--- src/rtl/noc_pkt_tx.sv ---
// noc_pkt_tx: serialises READ/WRITE commands into byte packets on the NoC
// to-device link. A write-payload byte FIFO feeds the DATA phase.
//
// Packet on tod_ctl/tod_data: HDR(ctl=1, {alen,dlen,op}), DEST, SRC,
// 2^alen address bytes (LSB first), then 2^dlen payload bytes for WRITE.
// NOP (ctl=1, data=0) is driven while idle and during the inter-packet gap.
//
// Ports
//   clk, reset             clock, synchronous active-high reset
//   cmd_valid/cmd_ready    command handshake
//   cmd_op/alen/dlen       opcode (1=READ, 2=WRITE), log2 addr/data byte counts
//   cmd_dest/cmd_src       device IDs (00 and FF are illegal)
//   cmd_addr               64-bit address
//   wdat_valid/ready/wdat  payload byte stream into the FIFO
//   tod_ctl/tod_data       registered link outputs
//   busy                   packet in flight (HDR..DATA)
//   pkt_done               pulse with the last byte of a packet
//   cmd_err                pulse after an illegal command was dropped
module noc_pkt_tx #(
   parameter int FIFO_DEPTH = 128,
   parameter int NOP_GAP    = 1
) (
   input  logic        clk,
   input  logic        reset,
   input  logic        cmd_valid,
   output logic        cmd_ready,
   input  logic [2:0]  cmd_op,
   input  logic [1:0]  cmd_alen,
   input  logic [2:0]  cmd_dlen,
   input  logic [7:0]  cmd_dest,
   input  logic [7:0]  cmd_src,
   input  logic [63:0] cmd_addr,
   input  logic        wdat_valid,
   output logic        wdat_ready,
   input  logic [7:0]  wdat,
   output logic        tod_ctl,
   output logic [7:0]  tod_data,
   output logic        busy,
   output logic        pkt_done,
   output logic        cmd_err
);

   localparam int PW = $clog2(FIFO_DEPTH);
   localparam int CW = $clog2(FIFO_DEPTH + 1);

   localparam logic [2:0] S_IDLE = 3'd0;
   localparam logic [2:0] S_HDR  = 3'd1;
   localparam logic [2:0] S_DEST = 3'd2;
   localparam logic [2:0] S_SRC  = 3'd3;
   localparam logic [2:0] S_ADDR = 3'd4;
   localparam logic [2:0] S_DATA = 3'd5;
   localparam logic [2:0] S_GAP  = 3'd6;

   // Gap counter shares the 8-bit byte counter, so NOP_GAP is limited to 256.
   localparam logic [7:0] GAP_LAST = 8'(NOP_GAP - 1);

   typedef struct packed {
      logic [2:0]  op;
      logic [1:0]  alen;
      logic [2:0]  dlen;
      logic [7:0]  dest;
      logic [7:0]  src;
      logic [63:0] addr;
   } cmd_t;

   cmd_t cmd_in, cmd_q;

   logic [2:0]    state, nxt_state;
   logic [7:0]    cnt, nxt_cnt;
   logic [7:0]    alen_last, dlen_last;
   logic          is_write;
   logic          accept, legal;
   logic [CW:0]   need;

   logic          nxt_ctl, nxt_done, pop, push;
   logic [7:0]    nxt_data;

   logic [7:0]    fifo_mem [FIFO_DEPTH];
   logic [PW-1:0] rd_ptr, wr_ptr;
   logic [CW-1:0] fifo_count;

   assign cmd_in = {cmd_op, cmd_alen, cmd_dlen, cmd_dest, cmd_src, cmd_addr};

   // WRITE is only offered a ready once its whole payload is buffered, which
   // guarantees the DATA phase never pops an empty FIFO.
   assign need      = {{CW{1'b0}}, 1'b1} << cmd_dlen;
   assign cmd_ready = !reset && (state == S_IDLE) &&
                      ((cmd_op != 3'd2) || ({1'b0, fifo_count} >= need));
   assign accept    = cmd_valid && cmd_ready;
   assign legal     = ((cmd_op == 3'd1) || (cmd_op == 3'd2)) &&
                      (cmd_dest != 8'h00) && (cmd_dest != 8'hFF) &&
                      (cmd_src  != 8'h00) && (cmd_src  != 8'hFF);

   assign alen_last = (8'd1 << cmd_q.alen) - 8'd1;
   assign dlen_last = (8'd1 << cmd_q.dlen) - 8'd1;
   assign is_write  = (cmd_q.op == 3'd2);

   assign busy       = (state != S_IDLE) && (state != S_GAP);
   assign wdat_ready = (fifo_count < CW'(FIFO_DEPTH));
   assign push       = wdat_valid && wdat_ready;

   // state/cnt always describe the byte currently on the link
   always_comb begin
      nxt_state = state;
      nxt_cnt   = cnt;
      case (state)
         S_IDLE: if (accept && legal) nxt_state = S_HDR;
         S_HDR:  nxt_state = S_DEST;
         S_DEST: nxt_state = S_SRC;
         S_SRC: begin
            nxt_state = S_ADDR;
            nxt_cnt   = 8'd0;
         end
         S_ADDR: begin
            if (cnt != alen_last) begin
               nxt_cnt = cnt + 8'd1;
            end else if (is_write) begin
               nxt_state = S_DATA;
               nxt_cnt   = 8'd0;
            end else begin
               nxt_state = (NOP_GAP > 0) ? S_GAP : S_IDLE;
               nxt_cnt   = 8'd0;
            end
         end
         S_DATA: begin
            if (cnt != dlen_last) begin
               nxt_cnt = cnt + 8'd1;
            end else begin
               nxt_state = (NOP_GAP > 0) ? S_GAP : S_IDLE;
               nxt_cnt   = 8'd0;
            end
         end
         S_GAP: begin
            if (cnt == GAP_LAST) begin
               nxt_state = S_IDLE;
               nxt_cnt   = 8'd0;
            end else begin
               nxt_cnt = cnt + 8'd1;
            end
         end
         default: begin
            nxt_state = S_IDLE;
            nxt_cnt   = 8'd0;
         end
      endcase
   end

   // Link byte for the state being entered; registered on the same edge.
   // HDR is only entered from IDLE on acceptance, so it uses the live inputs.
   always_comb begin
      nxt_ctl  = 1'b1;
      nxt_data = 8'h00;
      nxt_done = 1'b0;
      pop      = 1'b0;
      case (nxt_state)
         S_HDR:  nxt_data = {cmd_in.alen, cmd_in.dlen, cmd_in.op};
         S_DEST: begin
            nxt_ctl  = 1'b0;
            nxt_data = cmd_q.dest;
         end
         S_SRC: begin
            nxt_ctl  = 1'b0;
            nxt_data = cmd_q.src;
         end
         S_ADDR: begin
            nxt_ctl  = 1'b0;
            nxt_data = cmd_q.addr[{nxt_cnt[2:0], 3'b000} +: 8];
            nxt_done = !is_write && (nxt_cnt == alen_last);
         end
         S_DATA: begin
            nxt_ctl  = 1'b0;
            nxt_data = fifo_mem[rd_ptr];
            nxt_done = (nxt_cnt == dlen_last);
            pop      = 1'b1;
         end
         default: ;
      endcase
   end

   always_ff @(posedge clk) begin
      if (reset) begin
         state      <= S_IDLE;
         cnt        <= 8'd0;
         cmd_q      <= '0;
         tod_ctl    <= 1'b1;
         tod_data   <= 8'h00;
         pkt_done   <= 1'b0;
         cmd_err    <= 1'b0;
         rd_ptr     <= '0;
         wr_ptr     <= '0;
         fifo_count <= '0;
      end else begin
         state    <= nxt_state;
         cnt      <= nxt_cnt;
         tod_ctl  <= nxt_ctl;
         tod_data <= nxt_data;
         pkt_done <= nxt_done;
         cmd_err  <= accept && !legal;
         if (accept) cmd_q <= cmd_in;
         if (push) wr_ptr <= (wr_ptr == PW'(FIFO_DEPTH - 1)) ? '0 : wr_ptr + 1'b1;
         if (pop)  rd_ptr <= (rd_ptr == PW'(FIFO_DEPTH - 1)) ? '0 : rd_ptr + 1'b1;
         case ({push, pop})
            2'b10:   fifo_count <= fifo_count + 1'b1;
            2'b01:   fifo_count <= fifo_count - 1'b1;
            default: ;
         endcase
      end
   end

   // storage needs no reset; pointers define what is valid
   always_ff @(posedge clk) begin
      if (push) fifo_mem[wr_ptr] <= wdat;
   end

endmodule

--- config.mk ---
export PLATFORM = sky130hd
export DESIGN_NAME = noc_pkt_tx
export DESIGN_NICKNAME = d
export VERILOG_FILES = /design/src/rtl/noc_pkt_tx.sv
export SDC_FILE = /design/constraint.sdc
export NUM_CORES = 1
export LEC_CHECK = 0
export BUFFER_PORTS_ARGS = -buffer_cell sky130_fd_sc_hd__buf_2
export CAP_MARGIN = 0
export CORE_MARGIN = 3
export CORE_UTILIZATION = 46
export CTS_BUF_LIST = sky130_fd_sc_hd__clkbuf_4
export CTS_CLUSTER_SIZE = 8
export DETAILED_ROUTE_END_ITERATION = 6
export PLACE_DENSITY = 0.61
export SYNTH_ARGS = -nofsm -noshare
export SYNTH_HDL_FRONTEND = slang
export SYNTH_SLANG_ARGS = --single-unit
--- constraint.sdc ---
create_clock -name clk -period 5.88 [get_ports clk]
set_input_delay 0.588 -clock clk [delete_from_list [all_inputs] [get_ports clk]]
set_output_delay 0.588 -clock clk [all_outputs]
set_load 0.005 [all_outputs]
Word-level counts from Yosys, hierarchy flattened

Memories as Yosys holds them, arrays and structs flattened. A register that Yosys moved wholly into a read port is not among the register bits.
Cells that the tools add are included.

Shifts and indexed selects: 4
Equality and inequality tests: 26
$add $sub $neg: 7
Mux-type cells: 21
$lt $le $gt $ge: 2
Reduce and logical (&&, ||, !) cells: 25

Operators with widths:

| kind                                                 | number |
|---|---|
| variable part select 64 x 7 -> 8 bit                 | 1 |
| one-hot mux 8 bit (5 select lines)                   | 1 |
| one-hot mux 8 bit (4 select lines)                   | 1 |
| two-way mux 7 bit                                    | 4 |
| two-way mux 8 bit                                    | 3 |
| subtractor 8 x 1 -> 8 bit (second input constant)    | 3 |
| one-hot mux 3 bit (7 select lines)                   | 1 |
| equality test 3 x 2 -> 1 bit (second input constant) | 6 |
| adder 8 x 1 -> 8 bit (second input constant)         | 2 |
| equality test 8 bit                                  | 2 |
| != test 8 bit                                        | 2 |
| != test 8 bit (second input constant)                | 2 |
| one-hot mux 8 bit (2 select lines)                   | 1 |
| nonzero test 8 bit                                   | 2 |
| equality test 3 bit (second input constant)          | 5 |
| adder 7 x 1 -> 7 bit (second input constant)         | 2 |
| equality test 7 bit (second input constant)          | 2 |
| logical AND 1 bit                                    | 12 |
| two-way mux 3 bit                                    | 4 |
| equality test 3 x 1 -> 1 bit (second input constant) | 3 |
| greater-or-equal comparator 8 x 9 -> 1 bit           | 1 |
| << shifter 1 x 3 -> 9 bit (first input constant)     | 1 |
| logical NOT 8 bit                                    | 1 |
| less-than comparator 8 bit (second input constant)   | 1 |
| 16 further kinds                                     | 22 |

Logic and storage cells: 101
Memories: 1
Output and inout bits: 14
Memory bits (writable): 1024
Bits in registers: 132
Bits of input ports: 100

Memories:

| memory   | depth | width | rd ports | clocked after memory_dff | write ports | RTL line | RTL |
|---|---|---|---|---|---|---|---|
| fifo_mem | 128   | 8     | 1        | 1                        | 1           | 78       | `logic [7:0] fifo_mem [FIFO_DEPTH];` |

Logic depth before layout (Yosys ltp)

Word-level depth: 13
Gate-level depth with buffers: 29
Depth with buffers taken out: 23

Worst setup path after synthesis

No wires, ideal clock.

Path kind: input -> register
Start: input port cmd_dlen[2]
End: register fifo_count[6]
Setup time: 0.132 ns
Path slack: 0.493 ns
Cell stages on the path: 26
Arrival: 5.255 ns
Data required time: 5.748 ns
Buffers on the path: 4
Path through: clkbuf_1 or3b_2 ha_1 a21o_1 a21o_1 a21oi_1 o221a_2 o22ai_1 a21oi_1 or2_4 inv_4 buf_6 ha_1 clkbuf_1 clkbuf_1 xor2_1 ha_1 a21oi_1 o21ai_0 a221oi_1 nor2b_1 o21ai_0 a21oi_1 a221oi_1 or3_1 a21oi_1

Cells in the longest elaborated chain, start to end: 12
Elaborated cells on any way between the ends: 14
Those cells by class: order compare: 1; eq/ne: 3; shift: 1; mux: 4; reduce/logical: 5

Ends and longest elaborated chain:

| item                                                                            | RTL line | RTL |
|---|---|---|
| start, declared                                                                 | 29       | `input logic [2:0] cmd_dlen,` |
| << shifter 1 x 3 -> 9 bit (*)                                                   | 86       | `assign need = {{CW{1'b0}}, 1'b1} << cmd_dlen;` |
| greater-or-equal comparator 8 x 9 -> 1 bit (*)                                  | 88       | `((cmd_op != 3'd2) \|\| ({1'b0, fifo_count} >= need));` |
| logical OR 1 bit (*)                                                            | 88       |  |
| logical AND 1 bit (*)                                                           | 87       | `assign cmd_ready = !reset && (state == S_IDLE) &&` |
| logical AND 1 bit (*)                                                           | 89       | `assign accept = cmd_valid && cmd_ready;` |
| logical AND 1 bit (*)                                                           | 107      | `S_IDLE: if (accept && legal) nxt_state = S_HDR;` |
| two-way mux 3 bit (*)                                                           | 107      |  |
| one-hot mux 3 bit (7 select lines) (*)                                          | 106      | `case (state)` |
| equality test 3 bit (*)                                                         | 155      | `case (nxt_state)` |
| two-way mux 1 bit (*)                                                           | 155      |  |
| equality test 2 x 1 -> 1 bit / equality test 2 bit (equally long branches)      | 202      | `case ({push, pop})` |
| one-hot mux 8 bit (2 select lines) / nonzero test 2 bit (equally long branches) | n/a      |  |
| end signal, assigned                                                            | 203      | `2'b10: fifo_count <= fifo_count + 1'b1;` |
| end signal, assigned                                                            | 204      | `2'b01: fifo_count <= fifo_count - 1'b1;` |
| end, declared                                                                   | 80       | `logic [CW-1:0] fifo_count;` |

Every way passes the cells marked *; elsewhere a longest branch is shown, timed or not.
A chain may end at the register's enable or synchronous reset.

Worst setup path after layout

Start: register cmd_q[80] in the netlist's numbering
End: register fifo_count[6]

Cells in the longest elaborated chain, start to end: 9
Elaborated cells on any way between the ends: 11
Those cells by class: add/sub: 1; eq/ne: 4; shift: 1; mux: 4; reduce/logical: 1

Ends and longest elaborated chain:

| item                                                                            | RTL line | RTL |
|---|---|---|
| start, declared                                                                 | 66       | `cmd_t cmd_in, cmd_q;` |
| start signal, assigned                                                          | 199      | `if (accept) cmd_q <= cmd_in;` |
| << shifter 1 x 3 -> 8 bit (*)                                                   | 95       | `assign dlen_last = (8'd1 << cmd_q.dlen) - 8'd1;` |
| subtractor 8 x 1 -> 8 bit (*)                                                   | 95       |  |
| != test 8 bit (*)                                                               | 126      | `if (cnt != dlen_last) begin` |
| two-way mux 3 bit (*)                                                           | 126      |  |
| one-hot mux 3 bit (7 select lines) (*)                                          | 106      |  |
| equality test 3 bit (*)                                                         | 155      |  |
| two-way mux 1 bit (*)                                                           | 155      |  |
| equality test 2 x 1 -> 1 bit / equality test 2 bit (equally long branches)      | 202      |  |
| one-hot mux 8 bit (2 select lines) / nonzero test 2 bit (equally long branches) | n/a      |  |

Marked as above.

==> results.md <==
- Inst Count DP: 3,950
- CP max stage cell: dfxtp_2
- Design area: 0.0538 mm2
- Fin Setup TNS: 0 ns
- Ys flop type: edfxtp_1
- Crit path max-delay family: compound AO/OA/AOI/OAI gates
- Sw Pwr: 3580 uW
- Worst relative slew slack: 25.9%
- Pin count of the biggest net entering global routing: 93
- Die height: 325 um
- Crit start category: flip-flop
- Grt total ovfl: 0
- Post-Syn Area: 0.0469 mm2
- Hold Path Origin: wdat[6]
- Critical Path Start: cmd_q[80]
- Final Instance Count excl. Fillers: 4,577
- Post-CTS setup buffer count: 0
- Drt first-iter violations: 2,201
- Max-Cap Viols: 0
- CP max FO: 19
- Clock network power share: 41.3%
- Yosys cell types: 77
- Fin. Hold Viols: 0
- FP Rows: 116
- Overall Global Routing Usage: 22.0%
- Worst Setup End Kind: flip-flop
- Port Buffers: 113
- Critical path cell sequence: or3_1 -> ha_2 -> inv_2 -> a2111o_1 -> a21o_1 -> a21oi_1 -> nand2_1 -> a21oi_1 -> or2_4 -> inv_4 -> ha_1 -> xor2_1 -> ha_1 -> a21oi_1 -> o21ai_0 -> a221oi_2 -> nor2b_1 -> o21ai_0 -> a21oi_1 -> a221oi_1 -> or3_1 -> a21oi_1
- Final nets: 3,127
- Cell taking the most area after synthesis: edfxtp_1
- Clk slew on worst S/H paths: 0.06 ns
- Crit share post-route: 93.2%
- Initial Util: 46.6%
- PwrDens: 305 mW/mm2
- #FFs+latches synth: 1,163
- WP data arrival: 6.45 ns
- LEAKAGE: 0.0171 uW
- Yosys top cell area share: 65.6%
- Worst min path class: in2reg
- Status: completed
- Top-level I/O count: 114
- CP required: 6.86 ns
- First-pass GRT wire length: 174,000 um
- Clock Latency Late Sink: 1.14 ns
- Share of flip-flops with an asynchronous set or reset: 0%
- Mapped Cells: 2,592
- Comb power frac: 3.5%
- Clock skew: 0.0883 ns
- Root buf cell: clkbuf_4
- Peak VDD IR: 0.148 mV
- Max clock buf depth: 4
- Largest cells by area after synthesis: edfxtp_1 66%, mux4_2 15%, dfxtp_1 5.9%, nand2_1 1.8%, mux2i_1 1.6%
- Die footprint: 0.106 mm2
- Clk sinks: 1,163
- Core area: 0.101 mm2
- Cell Area, Placed: 0.0491 mm2
- Worst slew pin tran: 1.11 ns
- Post-Syn Nets: 2,709
- Vias in the first global route: 27,100
- Post-Synthesis Mean Instance Area: 18.1 um2
- DR vias/cell: 5.69
- H-tree depth: 5
- Min Tclk post-route: 5.48 ns
- Sw frac: 21.8%
- WL final: 116,000 um
- Sequential share of power: 55.1%
- Detail Route Antenna Nets: 0
- Hpwl dp: 70,300 um
- Syn. warnings: 0
- WHS: 0.131 ns
- Placer Congestion: 0.876
- Final Max Tran Viols: 0
- Initial antenna violation count: 3
- P&R area growth vs syn: 14.8%
- Drt wl/cell: 25.3 um
- Layout cell share with drive strength beyond 1: 31.0%
- RSZ-0062 raised after global routing: false
- Slowest Stage Delay on Critical Path: 0.47 ns
- Reg-to-Reg Start: cmd_q[80]
- Kind of critical path: reg2reg
- Cell with the most instances on the worst path: a21oi_1
- # setup viols final: 0
- EDFF count, synth: 1,024
- Total CTS buffers: 316
- Max Clk Rate: 0.183 GHz
- Buffers & Inverters on Critical Path: 2
- Drt drc: 0
- Die X: 325 um
- DR pass1 iterations: 6
- CTS tree: done
- Vias: 26,000
- Post-synthesis sequential area ratio: 71.5%
- Power Internal: 12,900 uW
[cell usage in the layout (no fill, tap or decap), types with 16 or more instances in the layout]
master,netlist,layout
edfxtp_1,1024,1024
clkbuf_4,0,438
mux4_2,322,322
nand2_1,226,225
nor2_1,188,188
dfxtp_1,139,133
a21oi_1,123,123
buf_2,34,104
dlygate4sd3_1,0,99
mux2i_1,77,77
clkinv_1,0,65
buf_4,2,45
nand3_1,24,24
xor2_1,20,20
nor2b_1,19,19
o21ai_0,19,19
o22ai_1,18,18
inv_1,17,17
ha_1,17,16
[registers in the layout, indices dropped and copies added (netlist names), named ones only]
| register | flops |
|---|---|
| fifo_mem | 1024 |
| cmd_q | 88 |
| cnt | 8 |
| fifo_count | 8 |
| tod_data | 8 |
| rd_ptr | 7 |
| wr_ptr | 7 |
| state | 3 |
| cmd_err | 1 |
| pkt_done | 1 |
| tod_ctl | 1 |
[stage by stage]
stage | setup WS (ns) | util, % | total power [uW]
after floorplan | 0.493 | - | 9470
after global placement | 0.300 | 48.8 | 9740
after detailed placement | 0.0585 | 48.8 | 9760
after CTS | 0.117 | 53.5 | 16600
after global routing | 0.0214 | 53.5 | 17100
final | 0.402 | 53.5 | 16400
[power groups by stage]
| stage | Sequential [uW] | Clock, uW | Combinational, uW |
|---|---|---|---|
| finish | 9060 | 6790 | 582 |
| global route | 9060 | 7430 | 631 |
| CTS | 9050 | 6990 | 579 |
| detailed placement | 9230 | 0 | 525 |
| global placement | 9230 | 0 | 507 |
| floorplan | 9220 | 0 | 257 |
[synthesized netlist by cell type, types with 4 or more instances]
| master | count |
|---|---|
| clkbuf_1 | 105 |
| mux4_2 | 322 |
| nor4_1 | 6 |
| o22ai_1 | 18 |
| a221o_1 | 6 |
| a31oi_1 | 4 |
| o211ai_1 | 4 |
| mux2_2 | 12 |
| dfxtp_1 | 139 |
| buf_2 | 34 |
| a21o_1 | 8 |
| a21oi_1 | 123 |
| inv_1 | 17 |
| nor2_1 | 188 |
| or4_1 | 4 |
| and2_1 | 4 |
| xnor2_1 | 11 |
| a221oi_2 | 7 |
| edfxtp_1 | 1024 |
| mux2i_1 | 77 |
| or3b_2 | 5 |
| nand3b_1 | 7 |
| or2_2 | 8 |
| nand2_1 | 226 |
| nor3_1 | 7 |
| o21ai_0 | 19 |
| and3_1 | 7 |
| ha_1 | 17 |
| buf_1 | 17 |
| nor3b_1 | 4 |
| nand4_1 | 12 |
| or3_1 | 9 |
| a22oi_1 | 10 |
| nor2b_1 | 19 |
| xor2_1 | 20 |
| nand2b_1 | 11 |
| nand3_1 | 24 |
[final timing paths]
check                endpoint  slack [ns]  cells past startpoint
max reg2reg     fifo_count[6]        0.40                     22
max             fifo_count[6]        0.40                     22
min reg2reg         cmd_q[42]        0.45                      2
min          fifo_mem[123][6]        0.13                      1
[routing by layer]
| metal | up-vias | global-route usage (%) | wire, um |
|---|---|---|---|
| met5 | - | 0 | 0 |
| met3 | 169 | 4.17 | 6970 |
| li1 | 11400 | - | - |
| met4 | 0 | 7.04 | 1970 |
| met1 | 13500 | 30.0 | 48800 |
| met2 | 969 | 36.1 | 58200 |
[cell families after synthesis]
| kind of cell | share of synthesized area, % |
|---|---|
| flops | 71.5 |
| simple gates | 5.23 |
| mux | 17.4 |
| compound gates | 3.23 |
| buf+inv | 1.58 |
| xor+xnor | 0.627 |
| fa+ha+maj | 0.453 |
[final cells by class]
class | count | area [um2]
Inverter | 19 | 73.8
Tap cell | 1357 | 1700
Multi-Input combinational cell | 1250 | 12700
Clock buffer | 438 | 3290
Antenna cell | 5 | 12.5
Fill cell | 7971 | 46800
Sequential cell | 1163 | 33500
Clock inverter | 85 | 464
Timing Repair Buffer | 260 | 2090
[what timing repair did]
action	in CTS	in global routing
hold buffers	99	0
endpoints found under the hold margin	261	0
gates resized for setup	0	3
setup endpoints to repair	0	3
No activity file was read; power rests on OpenSTA's default activity.
